--- config.mk ---
export PLATFORM = sky130hd
export DESIGN_NAME = ram_rd_arbiter
export DESIGN_NICKNAME = d
export VERILOG_FILES = /design/src/rtl/ram_arb_pkg.sv /design/src/rtl/rr_arbiter.sv /design/src/rtl/ram_rd_arbiter.sv
export SDC_FILE = /design/constraint.sdc
export NUM_CORES = 1
export LEC_CHECK = 0
export ABC_AREA = 1
export CORE_MARGIN = 2
export CORE_UTILIZATION = 22
export CTS_BUF_LIST = sky130_fd_sc_hd__clkbuf_4
export CTS_CLUSTER_DIAMETER = 40
export DETAILED_ROUTE_END_ITERATION = 7
export PLACE_DENSITY = 0.73
export SYNTH_ARGS = -nofsm -noshare
export SYNTH_HDL_FRONTEND = slang
export SYNTH_SLANG_ARGS = --single-unit
--- constraint.sdc ---
create_clock -name clk -period 0.96 [get_ports clk]
set_clock_uncertainty 0.2 [all_clocks]
set_input_delay 0.096 -clock clk [delete_from_list [all_inputs] [get_ports clk]]
set_output_delay 0.096 -clock clk [all_outputs]
set_load 0.01 [all_outputs]
--- src/rtl/ram_arb_pkg.sv ---
// Shared helpers for the RAM read-port arbiter family.
// Holds the latency and index-width rules so the top and any
// write-side sequencers size their logic the same way.
package ram_arb_pkg;

  // Read latency of the attached RAM: one cycle for the plain array
  // read, two when the optional output register is enabled.
  function automatic int rd_latency(input bit reg_rd_data);
    return reg_rd_data ? 2 : 1;
  endfunction

  // Width of an encoded requester index, never less than one bit so a
  // two-requester arbiter still has a real pointer register.
  function automatic int idx_width(input int n);
    int w;
    w = 1;
    while ((1 << w) < n) begin
      w++;
    end
    return w;
  endfunction

endpackage

--- src/rtl/rr_arbiter.sv ---
// Purely combinational round-robin arbiter.
// The search begins one past lastGrant and wraps with an explicit
// compare against NUM_REQ-1, so NUM_REQ need not be a power of two.
// The pointer register is owned by whoever instantiates this block.
module rr_arbiter
  import ram_arb_pkg::*;
#(
  parameter int NUM_REQ = 2,
  parameter int IDX_W   = idx_width(NUM_REQ)
) (
  input  logic [NUM_REQ-1:0] req_i,
  input  logic [IDX_W-1:0]   last_grant_i,
  output logic [NUM_REQ-1:0] grant_o,
  output logic [IDX_W-1:0]   grant_idx_o,
  output logic               grant_any_o
);

  logic [IDX_W-1:0] cand;
  logic [IDX_W-1:0] foundIdx;
  logic             found;

  // Walk every requester once starting after the last winner; the first
  // active request met wins, which gives each requester a fair turn.
  always_comb begin
    cand     = last_grant_i;
    foundIdx = '0;
    found    = 1'b0;
    grant_o  = '0;
    for (int k = 0; k < NUM_REQ; k++) begin
      if (cand >= IDX_W'(NUM_REQ - 1)) begin
        cand = '0;
      end else begin
        cand = cand + IDX_W'(1);
      end
      if (!found && req_i[cand]) begin
        found    = 1'b1;
        foundIdx = cand;
      end
    end
    if (found) begin
      grant_o[foundIdx] = 1'b1;
    end
    grant_idx_o = foundIdx;
    grant_any_o = found;
  end

endmodule

--- src/rtl/ram_rd_arbiter.sv ---
// Shares the single read port of a simple-dual-port RAM between
// NUM_REQ requesters. Grants are round-robin and combinational; each
// accepted read is tagged with its requester index and carried down a
// LAT-deep valid/id pipeline so the returning word is routed back to
// whoever asked for it. Responses are never back-pressured.
module ram_rd_arbiter
  import ram_arb_pkg::*;
#(
  parameter int NUM_REQ     = 2,
  parameter int ADDR_WIDTH  = 6,
  parameter int DATA_WIDTH  = 8,
  parameter bit REG_RD_DATA = 1'b0
) (
  input  logic                          clk,
  input  logic                          rst_n,
  input  logic [NUM_REQ-1:0]            req_valid,
  input  logic [NUM_REQ*ADDR_WIDTH-1:0] req_addr,
  output logic [NUM_REQ-1:0]            req_ready,
  output logic [NUM_REQ-1:0]            resp_valid,
  output logic [DATA_WIDTH-1:0]         resp_data,
  output logic                          ram_rd_en,
  output logic [ADDR_WIDTH-1:0]         ram_rd_addr,
  input  logic [DATA_WIDTH-1:0]         ram_rd_data
);

  localparam int LAT   = rd_latency(REG_RD_DATA);
  localparam int IDX_W = idx_width(NUM_REQ);

  logic [NUM_REQ-1:0]    grant;
  logic [IDX_W-1:0]      grantIdx;
  logic                  grantAny;

  logic [IDX_W-1:0]      lastGrant_q;
  logic [IDX_W-1:0]      lastGrant_d;
  logic [LAT-1:0]        pipeValid_q;
  logic [LAT-1:0]        pipeValid_d;
  logic [IDX_W-1:0]      pipeId_q [LAT];
  logic [IDX_W-1:0]      pipeId_d [LAT];

  logic [ADDR_WIDTH-1:0] rdAddr;
  logic [NUM_REQ-1:0]    respValid;

  rr_arbiter #(
    .NUM_REQ (NUM_REQ),
    .IDX_W   (IDX_W)
  ) uArb (
    .req_i        (req_valid),
    .last_grant_i (lastGrant_q),
    .grant_o      (grant),
    .grant_idx_o  (grantIdx),
    .grant_any_o  (grantAny)
  );

  // A grant is only issued to a valid requester, so a grant is an accept.
  assign req_ready = grant;

  // Pointer advances to the winner on every accept and holds otherwise.
  always_comb begin
    lastGrant_d = lastGrant_q;
    if (grantAny) begin
      lastGrant_d = grantIdx;
    end
  end

  // Steer the winner's address to the RAM; zero when idle keeps it tidy.
  always_comb begin
    rdAddr = '0;
    for (int i = 0; i < NUM_REQ; i++) begin
      if (grant[i]) begin
        rdAddr = req_addr[i*ADDR_WIDTH +: ADDR_WIDTH];
      end
    end
  end

  assign ram_rd_addr = rdAddr;

  // With a registered RAM output the second stage only loads while rd_en
  // is high, so keep it enabled while a read sits in the first stage.
  assign ram_rd_en = grantAny | (REG_RD_DATA & pipeValid_q[0]);

  // Stage 0 captures this cycle's accept; later stages shift one per cycle.
  always_comb begin
    pipeValid_d[0] = grantAny;
    pipeId_d[0]    = grantIdx;
    for (int s = 1; s < LAT; s++) begin
      pipeValid_d[s] = pipeValid_q[s-1];
      pipeId_d[s]    = pipeId_q[s-1];
    end
  end

  // State registers; reset points at the last index so requester 0 wins first
  // and drops anything in flight.
  always_ff @(posedge clk or negedge rst_n) begin
    if (!rst_n) begin
      lastGrant_q <= IDX_W'(NUM_REQ - 1);
      pipeValid_q <= '0;
      for (int s = 0; s < LAT; s++) begin
        pipeId_q[s] <= '0;
      end
    end else begin
      lastGrant_q <= lastGrant_d;
      pipeValid_q <= pipeValid_d;
      for (int s = 0; s < LAT; s++) begin
        pipeId_q[s] <= pipeId_d[s];
      end
    end
  end

  // Decode the last stage into a one-hot response strobe.
  always_comb begin
    respValid = '0;
    if (pipeValid_q[LAT-1]) begin
      respValid[pipeId_q[LAT-1]] = 1'b1;
    end
  end

  assign resp_valid = respValid;

  // The RAM word lines up with the last stage, so it passes straight out.
  assign resp_data = ram_rd_data;

endmodule

After elaboration in Yosys (flattened, before gate mapping)
Index checks and enable logic that the tools add are counted.
{"block": "word_totals", "register_bits": 3, "output_inout_bits": 19, "inputBits": 24}
{"block": "op_classes", "mux": 18, "reduce_logical": 4, "magnitude_cmp": 8, "add_sub_neg": 2}
{"cell": "$mux W1", "n": 12}
{"cell": "$mux W6", "n": 2}
{"cell": "$lt A1 B2 Y1 const B", "n": 4}
{"cell": "$ge A1 B1 Y1 const B", "n": 4}
{"cell": "$mux W2", "n": 2}
{"cell": "$logic_and A1 B1 Y1", "n": 3}
{"cell": "$add A1 B1 Y1 const B", "n": 2}
{"cell": "$demux W1 S1", "n": 2}
{"cell": "$logic_not A1 Y1", "n": 1}

Longest topological paths before layout
{"block": "depth", "depth_word": 15, "mapped_depth": 4}

Cells and area by module
A second synthesis with hierarchy kept.
{"block": "unflattened", "cells_unflattened": 44, "hier_area_um2": 272.8}
{"module": "ram_rd_arbiter", "n_inst": 1, "seq_area_each_um2": 76.3, "cells_per_inst": 37, "area_per_inst_um2": 242.7}
{"module": "rr_arbiter", "n_inst": 1, "seq_area_each_um2": 0.0, "cells_per_inst": 7, "area_per_inst_um2": 30.0}

Worst setup path before layout
No wires, ideal clock.
{"block": "synth_path", "path_type": "register to output", "start": "reg lastGrant_q", "end": "out ram_rd_addr[0]", "path_buffers": 0, "path_slack_ps": -159, "path_stages_with_launch": 5, "arrival_ps": 823, "path_cell_list": "dfstp_2 -> inv_2 -> nand2_4 -> nand3_1 -> nand2_1"}
{"block": "synth_via", "elab_chain_cells": 15}
{"element": "start: declaration", "line_no": "ram_rd_arbiter.sv:33", "rtl": "logic [IDX_W-1:0] lastGrant_q;"}
{"element": "start signal: assignment", "line_no": "ram_rd_arbiter.sv:95", "rtl": "lastGrant_q <= IDX_W'(NUM_REQ - 1);"}
{"element": "start signal: assignment", "line_no": "ram_rd_arbiter.sv:101", "rtl": "lastGrant_q <= lastGrant_d;"}
{"element": "$add A1 B1 Y1 or $ge A1 B1 Y1 (tied branches)", "line_no": "rr_arbiter.sv:33, rr_arbiter.sv:30"}
{"element": "$mux W1 (*)", "line_no": "rr_arbiter.sv:30", "rtl": "if (cand >= IDX_W'(NUM_REQ - 1)) begin"}
{"element": "$add A1 B1 Y1, or another cell as far along", "line_no": "rr_arbiter.sv:33", "rtl": "cand = cand + IDX_W'(1);"}
{"element": "$mux W1 (on tied branches)", "line_no": "rr_arbiter.sv:30, rr_arbiter.sv:35"}
{"element": "$mux W1 (not written as such)", "line_no": "rr_arbiter.sv:35", "rtl": "if (!found && req_i[cand]) begin"}
{"element": "$mux W1 (not written as such) or $logic_not A1 Y1 (tied branches)", "line_no": "rr_arbiter.sv:35"}
{"element": "$logic_and A1 B1 Y1", "line_no": "rr_arbiter.sv:35"}
{"element": "$mux W1", "line_no": "rr_arbiter.sv:35"}
{"element": "$lt A1 B2 Y1 (not written as such) or $ge A1 B1 Y1 (tied branches)", "line_no": "rr_arbiter.sv:41", "rtl": "grant_o[foundIdx] = 1'b1;"}
{"element": "$logic_and A1 B1 Y1 (not written as such)", "line_no": "rr_arbiter.sv:41"}
{"element": "$mux W1 (not written as such)", "line_no": "rr_arbiter.sv:41"}
{"element": "$demux W1 S1"}
{"element": "$mux W2 (*)", "line_no": "rr_arbiter.sv:40", "rtl": "if (found) begin"}
{"element": "$mux W6", "line_no": "ram_rd_arbiter.sv:69", "rtl": "if (grant[i]) begin"}
{"element": "$mux W6 (*)", "line_no": "ram_rd_arbiter.sv:69"}
{"element": "end: declaration", "line_no": "ram_rd_arbiter.sv:22", "rtl": "output logic [ADDR_WIDTH-1:0] ram_rd_addr,"}
Every way passes the cells marked *; elsewhere a longest branch is shown, timed or not. The select of a mux whose other input is x is not followed.

Worst setup path in the final report
{"block": "layout_path", "start": "reg lastGrant_q", "end": "out ram_rd_addr[3]"}
Same word-level chain as after synthesis.

==> impl_metrics.csv <==
group,metric,value,unit
clock_tree,cts_hold_buffers_added,8,
setup_path,critPathKind,"flip-flop to output pin",
run_status,outcome,"finished, violations left",
hold_path,holdCritPathClass,"input pin to asynchronous set/reset pin",
global_route,number_of_global_route_vias_before_repair,436,
cells_and_area,utilization,0.567,
power,irDropWorstVdd,552,uV
logic_synthesis,synth_cells,46,
clock_tree,htree_num_levels,1,
setup_path,critical_path_required,0.66,ns
logic_synthesis,synth.ff_latch_count,3,
drt,drtAntennaViolNets,0,
setup_path,crit_path_max_incr_delay,0.55,ns
logic_synthesis,ys_warn_count,0,
setup_path,worst_path_max_delay_cell,"dfstp_2",
clock_tree,cts_root_buf,"clkbuf_4",
timing,slew_headroom,0.899,
timing,finalWorstSetupSlack,-0.543,ns
timing,fin_hold_ws,-0.156,ns
floorplan,die_w,42.2,um
timing,maxClockFrequency,0.666,GHz
cells_and_area,final_cell_mix,"clkdlybuf4s50_1 (13), dlymetal6s4s_1 (8), buf_6 (8), buf_4 (7)",
setup_path,timing.critical_path.to_type,"output pin",
logic_synthesis,synth_nets,70,
drt,drc,0,
timing,minimum_period_implied_by_the_final_worst_setup_slack,1.50,ns
floorplan,die-area,1780,um2
cells_and_area,areaGrowthSynthToFinish,135,%
setup_path,timing.critical_path.cells,"inv_2, nand2_4, nand3_2, nand2_2, buf_6",
logic_synthesis,synthDominantAreaCellType,"nand3_1",
cells_and_area,multi_input_area,188,um2
drt,via_count,422,
global_route,grt.met3_usage,0.0259,
timing,post-route-period-util,1.57,
clock_tree,worst_setup_hold_path_clk_slew,0.04,ns
timing,setup-tns-final,-4.86,ns
global_route,grt_antenna_before_repair,0,
cells_and_area,drive_above_1_share,0.554,
power,pwr-share-clk,0.310,
timing,rsz0062_at_grt,"true",
power,cellInternalPower,0.000554,W
floorplan,rows,13,
job,max_cap_viol_count,0,
power,power_switching,0.000237,W
drt,detailed_routing_iteration_count_for_the_pre_antenna_repair_pass,1,
power,seqPwrFrac,0.195,
power,leakagePower,0.441,nW
setup_path,worst_setup_path_start_kind,"flip-flop",
drt,drt_iter0_markers,0,
drt,routed_via_density,4.31,
global_route,grt_first_pass_wirelength,1710,um
power,swShare,0.300,
global_route,global_route.usage.total,0.123,
drt,routed_wire_length_per_instance,11.2,um
logic_synthesis,syn_area,322,um2
timing,finalHoldViolCount,2,
timing,finalSetupViolCount,12,
power,combinational_cell_fraction_of_total_power,0.495,
place,port-buffer-count,26,
clock_tree,cts_max_path_buffers,2,
drt,route.final.wire_length,1100,um
place,dp_hpwl,741,um
floorplan,io_pins,43,
place,finalWeightedCongestion,0.747,
floorplan,core_region_area,1330,um2
cells_and_area,num_antenna_cells,0,
global_route,global_route.peak_usage_layer,"met2",
run_status,violations,"negative hold slack, negative setup slack",
power,design_power_total,0.000791,W
clock_tree,cts-buffers-inserted,3,
timing,pins_over_slew_limit,0,
timing,max_slew.worst_pin.slew,0.152,ns
setup_path,arrival,1.21,ns
global_route,grt_start_max_net_pins,8,
cells_and_area,finalNonFillerCells,98,
power,power_per_cell_area,1050,nW/um2
logic_synthesis,ys_types,13,
logic_synthesis,synthDominantCellAreaShare,0.187,
cells_and_area,layout.cells.most_common,"clkdlybuf4s50_1",
logic_synthesis,syn_avg_cell_area,6.99,um2
global_route,grt_util_met1,0.123,
cells_and_area,nets,108,
clock_tree,cts_tree,"yes",
global_route,gr-usage-met2,0.228,
place,place_inst,83,
global_route,overflow,0,
cells_and_area,seqCellArea,76.3,um2
logic_synthesis,synth_sequential_area_ratio,0.237,
logic_synthesis,synth_area_leaders,"nand3_1 (19%), buf_4 (19%), dfrtp_1 (16%)",
floorplan,floorplan.initialDensity,0.241,
setup_path,path_max_fanout,6,
clock_tree,cts_sinks,3,
cells_and_area,nFillCells,124,
floorplan,die_height,42.2,um
clock_tree,clk_latency,0.23,ns
[cell families after synthesis]
kind of cell,share of synthesized area
buffers and inverters,0.335
AND/OR/NAND/NOR,0.385
flip-flops,0.237
AO/OA/AOI/OAI,0.0428
[cell type report]
cell class	instances	share of cell area
clock buffer	4	0.0397
inverter	6	0.0331
multi-input combinational	27	0.248
sequential	3	0.101
tap	15	0.0248
timing repair buffer	43	0.553
[cells in the mapped netlist (all sizes together)]
master,instances
nand3,12
dfrtp,2
inv,6
buf,9
dfstp,1
nand2,10
clkbuf,1
a21oi,2
nor2,3
[power groups by stage]
| stage | Clock [W] | Combinational (W) | Sequential [W] |
|---|---|---|---|
| final | 0.000245 | 0.000391 | 0.000154 |
| after global routing | 0.000261 | 0.000417 | 0.000156 |
| after CTS | 0.000256 | 0.000372 | 0.000155 |
| after detailed placement | 0 | 0.000313 | 0.000156 |
| after global placement | 0 | 0.000308 | 0.000156 |
| after floorplan | 0 | 0.000168 | 0.000154 |
[state kept, by name (all words and copies together), names as in the netlist]
register and flops:
lastGrant_q 1, pipeId_q 1, pipeValid_q 1
[layer usage]
layer / up-vias / share of wire
li1: 213 / -
met1: 182 / 0.34
met2: 23 / 0.54
met3: 4 / 0.079
met4: 0 / 0.033
met5: - / 0
[through the flow]
step           setup WS, ns  instance area (um2)
2_1_floorplan        -0.152                  342
3_5_place_dp         -0.862                  581
6_report             -0.543                  756
5_1_grt              -0.570                  756
3_3_place_gp         -0.822                  581
4_1_cts              -0.541                  718
[path summary, 6_finish.rpt]
path / depth (start not counted) / start / end / slack [ns]
max: 5 / lastGrant_q / ram_rd_addr[3] / -0.54
min: 1 / rst_n / pipeId_q / -0.16
max reg2reg: 5 / lastGrant_q / lastGrant_q / -0.38
min reg2reg: 4 / lastGrant_q / pipeId_q / 0.54
max in group asynchronous: 1 / rst_n / lastGrant_q / 0.50
min in group clk: 3 / req_valid[0] / pipeValid_q / 0.07
[what timing repair did]
item / 4_1_cts / 5_1_grt
resized for setup: 63 / 10
endpoints found under the setup margin: 13 / 21
endpoints found under the hold margin: 10 / 2
pin swaps: 4 / 3
buffers inserted: 1 / 3
cloned: 0 / 0
[critical path: cells and delay by family (launching register included)]
| family | cells | cell delay, ns |
|---|---|---|
| and+or+nand+nor | 3 | 0.27 |
| DFF | 1 | 0.55 |
| buffers and inverters | 2 | 0.16 |
(Power assumes the default switching activity.)
